==> src/rtl/crc_pkg.sv <==
// crc_pkg: shared definitions for the streaming CRC engine.
//   - crc_preset_t / presets: POLY/INIT/REFIN/REFOUT/XOROUT/RESIDUE sets
//     for CRC16-MODBUS, CRC16-CCITT-FALSE and CRC32-ISO.
//   - bit_rev(): reverse the low w bits of a 32-bit value.
//   - BPC_ALLOWED / bpc_legal(): supported bits-per-cycle settings.
package crc_pkg;

    typedef struct packed {
        logic [31:0] poly;
        logic [31:0] init;
        logic        refin;
        logic        refout;
        logic [31:0] xorout;
        logic [31:0] residue;
    } crc_preset_t;

    localparam crc_preset_t CRC16_MODBUS = '{
        poly: 32'h0000_8005, init: 32'h0000_FFFF, refin: 1'b1, refout: 1'b1,
        xorout: 32'h0000_0000, residue: 32'h0000_0000};

    localparam crc_preset_t CRC16_CCITT_FALSE = '{
        poly: 32'h0000_1021, init: 32'h0000_FFFF, refin: 1'b0, refout: 1'b0,
        xorout: 32'h0000_0000, residue: 32'h0000_0000};

    localparam crc_preset_t CRC32_ISO = '{
        poly: 32'h04C1_1DB7, init: 32'hFFFF_FFFF, refin: 1'b1, refout: 1'b1,
        xorout: 32'hFFFF_FFFF, residue: 32'hDEBB_20E3};

    localparam int unsigned BPC_ALLOWED [4] = '{1, 2, 4, 8};

    function automatic logic bpc_legal(input int unsigned bpc);
        logic ok;
        ok = 1'b0;
        for (int unsigned i = 0; i < 4; i++) begin
            if (BPC_ALLOWED[i] == bpc) ok = 1'b1;
        end
        return ok;
    endfunction

    // Bits above w in the result are zero.
    function automatic logic [31:0] bit_rev(input logic [31:0] v, input int unsigned w);
        logic [31:0] r;
        r = '0;
        for (int unsigned i = 0; i < 32; i++) begin
            if (i < w) r[5'(w - 1 - i)] = v[5'(i)];
        end
        return r;
    endfunction

endpackage

==> src/rtl/crc_step.sv <==
// crc_step: combinational CRC advance by BPC unrolled bit steps.
//   crc_in  [WIDTH] : register value before the steps (byte already XORed in)
//   crc_out [WIDTH] : register value after BPC bit steps
// REFIN=1 shifts right against the reversed polynomial; REFIN=0 shifts left.
module crc_step
    import crc_pkg::*;
#(
    parameter int unsigned      WIDTH = 16,
    parameter logic [WIDTH-1:0] POLY  = 16'h8005,
    parameter bit               REFIN = 1'b1,
    parameter int unsigned      BPC   = 1
) (
    input  logic [WIDTH-1:0] crc_in,
    output logic [WIDTH-1:0] crc_out
);

    localparam logic [WIDTH-1:0] POLY_R = WIDTH'(bit_rev(32'(POLY), WIDTH));

    logic [WIDTH-1:0] acc;

    always_comb begin
        acc = crc_in;
        for (int unsigned i = 0; i < BPC; i++) begin
            if (REFIN) acc = acc[0] ? ((acc >> 1) ^ POLY_R) : (acc >> 1);
            else       acc = acc[WIDTH-1] ? ((acc << 1) ^ POLY) : (acc << 1);
        end
        crc_out = acc;
    end

endmodule

==> src/rtl/crc_stream_engine.sv <==
// crc_stream_engine: parametrised streaming CRC with valid/ready byte input.
//   clk, rst_n     : clock, synchronous active-low reset
//   init           : reload INIT, abort any byte in progress
//   s_data/s_valid/s_last/s_ready : byte stream handshake, s_last marks frame end
//   busy           : a byte is still being stepped
//   crc_out        : output-transformed CRC, stable while busy=0
//   crc_valid      : one-cycle pulse when the frame's last byte completes
//   match          : raw register equals RESIDUE
module crc_stream_engine
    import crc_pkg::*;
#(
    parameter int unsigned      WIDTH   = 16,
    parameter logic [WIDTH-1:0] POLY    = 16'h8005,
    parameter logic [WIDTH-1:0] INIT    = 16'hFFFF,
    parameter bit               REFIN   = 1'b1,
    parameter bit               REFOUT  = 1'b1,
    parameter logic [WIDTH-1:0] XOROUT  = 16'h0000,
    parameter logic [WIDTH-1:0] RESIDUE = 16'h0000,
    parameter int unsigned      BPC     = 1
) (
    input  logic             clk,
    input  logic             rst_n,
    input  logic             init,
    input  logic [7:0]       s_data,
    input  logic             s_valid,
    input  logic             s_last,
    output logic             s_ready,
    output logic             busy,
    output logic [WIDTH-1:0] crc_out,
    output logic             crc_valid,
    output logic             match
);

    localparam int unsigned STEPS    = 8 / BPC;
    localparam logic [2:0]  CNT_LOAD = 3'(STEPS - 1);

    logic [WIDTH-1:0] crc;
    logic [2:0]       cnt;
    logic             last_q;
    logic             accept;
    logic [WIDTH-1:0] byte_x;
    logic [WIDTH-1:0] step_in;
    logic [WIDTH-1:0] step_out;
    logic [WIDTH-1:0] crc_rev;

    assign s_ready = (cnt == 3'd0) && !init;
    assign busy    = (cnt != 3'd0);
    assign accept  = s_valid && s_ready;

    // Byte lands in the low bits when reflected, in the top byte otherwise.
    assign byte_x  = REFIN ? WIDTH'(s_data) : (WIDTH'(s_data) << (WIDTH - 8));
    assign step_in = accept ? (crc ^ byte_x) : crc;

    crc_step #(
        .WIDTH (WIDTH),
        .POLY  (POLY),
        .REFIN (REFIN),
        .BPC   (BPC)
    ) u_step (
        .crc_in  (step_in),
        .crc_out (step_out)
    );

    always_ff @(posedge clk) begin
        if (!rst_n) begin
            crc       <= INIT;
            cnt       <= '0;
            last_q    <= 1'b0;
            crc_valid <= 1'b0;
        end else if (init) begin
            crc       <= INIT;
            cnt       <= '0;
            last_q    <= 1'b0;
            crc_valid <= 1'b0;
        end else begin
            crc_valid <= 1'b0;
            if (accept) begin
                crc    <= step_out;
                cnt    <= CNT_LOAD;
                last_q <= s_last;
                // Single-cycle bytes finish on the accept edge itself.
                if (STEPS == 1) crc_valid <= s_last;
            end else if (cnt != 3'd0) begin
                crc <= step_out;
                cnt <= cnt - 3'd1;
                if (cnt == 3'd1) crc_valid <= last_q;
            end
        end
    end

    assign crc_rev = WIDTH'(bit_rev(32'(crc), WIDTH));
    assign crc_out = ((REFOUT != REFIN) ? crc_rev : crc) ^ XOROUT;
    assign match   = (crc == RESIDUE);

endmodule

==> config.mk <==
export PLATFORM = sky130hd
export DESIGN_NAME = crc_stream_engine
export DESIGN_NICKNAME = d
export VERILOG_FILES = /design/src/rtl/crc_pkg.sv /design/src/rtl/crc_step.sv /design/src/rtl/crc_stream_engine.sv
export SDC_FILE = /design/constraint.sdc
export NUM_CORES = 1
export LEC_CHECK = 0
export CAP_MARGIN = 20
export CORE_MARGIN = 2
export CORE_UTILIZATION = 41
export CTS_CLUSTER_SIZE = 20
export DETAILED_ROUTE_END_ITERATION = 10
export HOLD_SLACK_MARGIN = 0.06
export MAX_ROUTING_LAYER = met4
export PLACE_DENSITY = 0.8
export SLEW_MARGIN = 10
export SYNTH_ARGS = -nofsm -noshare
export SYNTH_HDL_FRONTEND = slang
export SYNTH_SLANG_ARGS = --single-unit
==> constraint.sdc <==
create_clock -name clk -period 1.35 [get_ports clk]
set_input_delay 0.27 -clock clk [delete_from_list [all_inputs] [get_ports clk]]
set_output_delay 0.27 -clock clk [all_outputs]
set_load 0.02 [all_outputs]
Yosys cells after proc, flatten, opt, wreduce, memory -nomap -nowiden
Index checks and enable logic that the tools add are counted.
W data, S select, Z words.

operators by class
  bitwise operators = 5
  equal/unequal tests = 1
  muxes and demuxes = 6
  reduce and logical (&&, ||, !) cells = 9
  add/subtract/negate cells = 1

operators with widths
  operator               number
  $mux W16               4
  $logic_not A16 Y1      1
  $xor A16 B8 Y16        1
  $mux W3                2
  $reduce_or A5 Y1       1
  $eq A3 B1 Y1 const B   1
  $logic_not A3 Y1       1
  $not A1 Y1             3
  $not A2 Y3             1
  $reduce_bool A3 Y1     1
  $sub A3 B1 Y3 const B  1
  $logic_and A1 B1 Y1    2
  $reduce_bool A2 Y1     1
  $reduce_or A2 Y1       1
  $logic_not A1 Y1       1

storage, ports and cells
  input bits = 13
  register bits after elaboration = 21

Logic depth before layout (Yosys ltp)
  depth after elaboration = 8
  gate-level depth with buffers = 8
  gate-level depth less buffers = 7

Hierarchy
Synthesis repeated with hierarchy kept, for this count alone.

second synthesis, totals
  cell total of the unflattened synthesis = 151
  area, all modules = 1244.9 um^2

modules (own cells, without submodules)
  module             instances  sequential area each (um^2)  cells an instance  area an instance (um^2)
  crc_stream_engine  1          420.4                        135                1122.3
  crc_step           1          0.0                          16                 122.6

Worst setup path before layout
Ideal clock, no wire load.

  path kind = reg-to-reg
  start point = register cnt[0]
  end point = register crc[13] (netlist: crc_out[13])
  data required time = 1.231 ns
  data arrival time = 1.302 ns
  clock period less this slack = 1.421 ns
  slack = -0.071 ns
  setup time = 0.119 ns
  cell stages (with the launch flop) = 9
  cells stage by stage = dfxtp_1 -> inv_1 -> ha_1 -> and2b_1 -> inv_2 -> nor2_2 -> buf_6 -> a21oi_1 -> o21ai_1

between the ends
  elaborated cells between the ends (all ways) = 10
  those cells by class = mux: 4; bitwise: 1; reduce/logical: 5

RTL lines
  what                                 RTL line                 RTL
  start, declared                      crc_stream_engine.sv:38  logic [2:0] cnt;
  start signal, assigned               crc_stream_engine.sv:85  cnt <= cnt - 3'd1;
  $reduce_bool A3 Y1                   --
  named net busy                       crc_stream_engine.sv:28  output logic busy,
  $reduce_bool A2 Y1 (no source line)  --
  end signal, assigned                 crc_stream_engine.sv:78  crc <= step_out;
  end signal, assigned                 crc_stream_engine.sv:84  crc <= step_out;
  end, declared                        crc_stream_engine.sv:37  logic [WIDTH-1:0] crc;

The timed path passes the listed nets, and every way through them passes these cells. The select of a mux whose other input is x is not followed.
A chain may end at the register's enable or synchronous reset.

Worst setup path in the final report
  start point = register cnt[0]
  end point = output port s_ready

between the ends
  word-level cells in the longest chain between the ends = 2

RTL lines
  what                 RTL line                 RTL
  $logic_not A3 Y1     crc_stream_engine.sv:46  assign s_ready = (cnt == 3'd0) && !init;
  $logic_and A1 B1 Y1  crc_stream_engine.sv:46
  end, declared        crc_stream_engine.sv:27  output logic s_ready,

No other way between the ends.

==> flow_metrics.py <==
metrics = {
    "cts": {
        "cts_buffers": 3,
        "clk_pin_slew_ps": 130,
        "cts_tree": "built",
        "root_buffer": "clkbuf_4",
        "htree_levels": 1,
        "cts.sinks": 21,
        "cts_buffer_depth": 2,
        "clock_latency_ps": 330,
    },
    "floorplanning": {
        "fp.dieArea_sq_mm": 0.00300,
        "start_util_pct": 43.0,
        "std_cell_rows": 18,
        "die_width_microns": 54.8,
        "die_y_microns": 54.8,
        "core_sq_mm": 0.00245,
        "num_io_pins": 33,
    },
    "power": {
        "finalPower_uw": 1790,
        "peakVddDrop_uv": 1080,
        "p_leak_uw": 0.000820,
        "power.density_mw_per_mm2": 989,
    },
    "global_route": {
        "antenna_found_initial": 0,
        "grt.total_usage_pct": 27.2,
        "grt_max_degree": 15,
        "grt_pass1_vias": 1229,
        "grt_overflow_total": 0,
        "grt_pass1_wl_mm": 5.46,
    },
    "worst_setup_path": {
        "regToRegSetupSlack_ps": -230,
        "r2r_start": "cnt[0]$_SDFFE_PP0P_",
        "worstPathMaxFanout": 3,
        "endpoint_kind": "output pin",
        "reg2reg_depth": 8,
        "worst_setup_path_start_kind": "flip-flop",
        "timing.rr.end": "crc_out[0]$_SDFFE_PP1P_",
        "arrival_ps": 1340,
        "crit_type": "flip-flop to output pin",
        "required_ps": 1080,
    },
    "routing": {
        "dr.first_iter.drc_count": 21,
        "totalWireLength_mm": 3.71,
        "drc": 0,
        "post_drt_wl_per_cell_microns": 17.3,
        "via_per_inst": 5.36,
        "first_pass_iters": 4,
        "antenna_left": 0,
        "via_count": 1153,
    },
    "timing": {
        "setup_slack_ps": -256,
        "relSlewSlack_pct": 83.2,
        "whs_ps": 458,
        "hold_viol_final": 0,
        "finalCriticalPeriod_ps": 1610,
        "tightest_slew_ps": 250,
        "slew_viol_final": 0,
        "fin_crit_sh_pct": 119,
        "rsz0062_at_grt": "yes",
        "finalSetupViolCount": 22,
        "max_freq_ghz": 0.623,
        "finClkSkew_ps": 4.65,
    },
    "final_layout": {
        "final_nets": 202,
        "diodes": 0,
        "final_cells": 215,
        "fin_util_pct": 73.8,
        "area_delta_synth_final_pct": 71.4,
        "final_layout_size_suffix_gt1_share_pct": 59.5,
        "fin_area_sq_mm": 0.00181,
        "final_common_cell": "buf_4",
        "final_cell_mix": "32 x buf_4, 14 x nand2_1, 14 x buf_2, 14 x dfxtp_2, 12 x clkdlybuf4s50_1",
    },
    "yosys": {
        "yosysWarnings": 0,
        "syn_area_per_cell_sq_um": 8.45,
        "ys_ff_latch": 21,
        "synth_area_leaders": "dfxtp_1 40%, nand2_1 7.1%, nand3_1 6.6%",
        "synthDistinctLibCells": 33,
        "synth_largest_area_cell": "dfxtp_1",
        "ys_seq_area_share_pct": 39.8,
        "syn_nets": 141,
        "syn_inst": 125,
        "synth_area_sq_mm": 0.00106,
        "netlist.area_leader.share_pct": 39.8,
    },
    "status": {
        "violations": "negative setup slack",
        "run_status": "complete, but fails checks",
    },
    "placement": {
        "placed_area_sq_mm": 0.00160,
        "dpl.cell_count": 206,
        "port_buffers": 32,
        "place.gp.congestion": 0.785,
        "dp_hpwl_mm": 2.13,
    },
    "min_path": {
        "hold_class": "flip-flop to flip-flop",
        "worstHoldEndpoint": "crc_valid$_SDFF_PP0_",
        "min_from": "last_q$_SDFFE_PP0P_",
        "min_delay_path_depth": 2,
    },
    "run": {
        "drv_cap": 0,
    },
}
==> per-layer routing <==
metal / up-vias / GRT usage [%] / share of wire [%] / wire (microns)
li1: 546 / - / - / -
met5: - / - / 0 / 0
met3: 10 / 3.55 / 5.1 / 191
met4: 0 / 22.9 / 3.5 / 129
met2: 54 / 47.2 / 55 / 2030
met1: 543 / 26.4 / 37 / 1360
==> through the flow <==
| stage | setup TNS [ps] | setup WS, ps |
|---|---|---|
| floorplan | -6.57 | -6.57 |
| global placement | -6360 | -384 |
| detailed placement | -6620 | -399 |
| CTS | -2190 | -238 |
| global route | -4180 | -335 |
| finish | -2670 | -256 |
==> final cells by class <==
cell class / count / area (sq um)
clock inverter: 1 / 5.00
multi-input combinational: 87 / 728
tap: 30 / 37.5
fill: 155 / 644
timing repair buffer: 70 / 568
sequential: 21 / 438
inverter: 3 / 11.3
clock buffer: 3 / 22.5
==> timing repair <==
action | 4_1_cts | 5_1_grt
setup buffers | 4 | 2
endpoints found under the setup margin | 39 | 37
gates cloned | 1 | 1
pin swaps | 9 | 12
hold buffers | 0 | 0
resized for setup | 95 | 44
==> worst max-delay path by stage <==
stage,from,to,slack (ps),cells after the start
finish,cnt[0]$_SDFFE_PP0P_,s_ready,-260,6
global route,crc_out[0]$_SDFFE_PP1P_,match,-340,3
CTS,cnt[0]$_SDFFE_PP0P_,s_ready,-240,6
detailed placement,init,s_ready,-400,3
global placement,init,crc_out[0]$_SDFFE_PP1P_,-380,6
floorplan,cnt[0]$_SDFFE_PP0P_,crc_out[0]$_SDFFE_PP1P_,-7,7
==> registers in the layout, summed over array words and instances, names as in the netlist <==
register / count
crc_out: 16
cnt: 3
crc_valid: 1
last_q: 1
==> cells by family after synthesis <==
group	count (synthesis)	share of synthesized area, %
AOI/OAI and AO/OA	20	11.5
xor gates and xnor gates	3	3.91
buffers and inverters	17	11.1
and+or+nand+nor	58	27.3
DFF	21	39.8
adders and majority gates	3	3.55
muxes	3	2.84
==> cell usage after synthesis (all sizes together) <==
cell / number
nor4bb: 1
nor2b: 1
nand3: 14
a211oi: 2
dfxtp: 21
nand2b: 2
nor4: 4
and2: 1
xor2: 2
inv: 3
a31oi: 1
o211ai: 6
mux2i: 3
nor2: 8
clkbuf: 1
ha: 3
or2b: 1
o21ai: 2
and4: 1
xor3: 1
buf: 13
a21oi: 9
nor3: 1
and2b: 2
nand2: 22
==> power by group <==
| part | total [uW] | internal, uW | switching, uW |
|---|---|---|---|
| Combinational | 753 | 360 | 393 |
| Clock | 334 | 111 | 222 |
| Sequential | 704 | 668 | 36.3 |
==> worst max-delay path, stage by stage (launching register included) <==
cell	delay, ps
dfxtp_2	360
inv_2	50
ha_4	150
and2b_1	170
inv_2	90
nor2_2	40
buf_6	130
No activity file was read; power rests on OpenSTA's default activity.
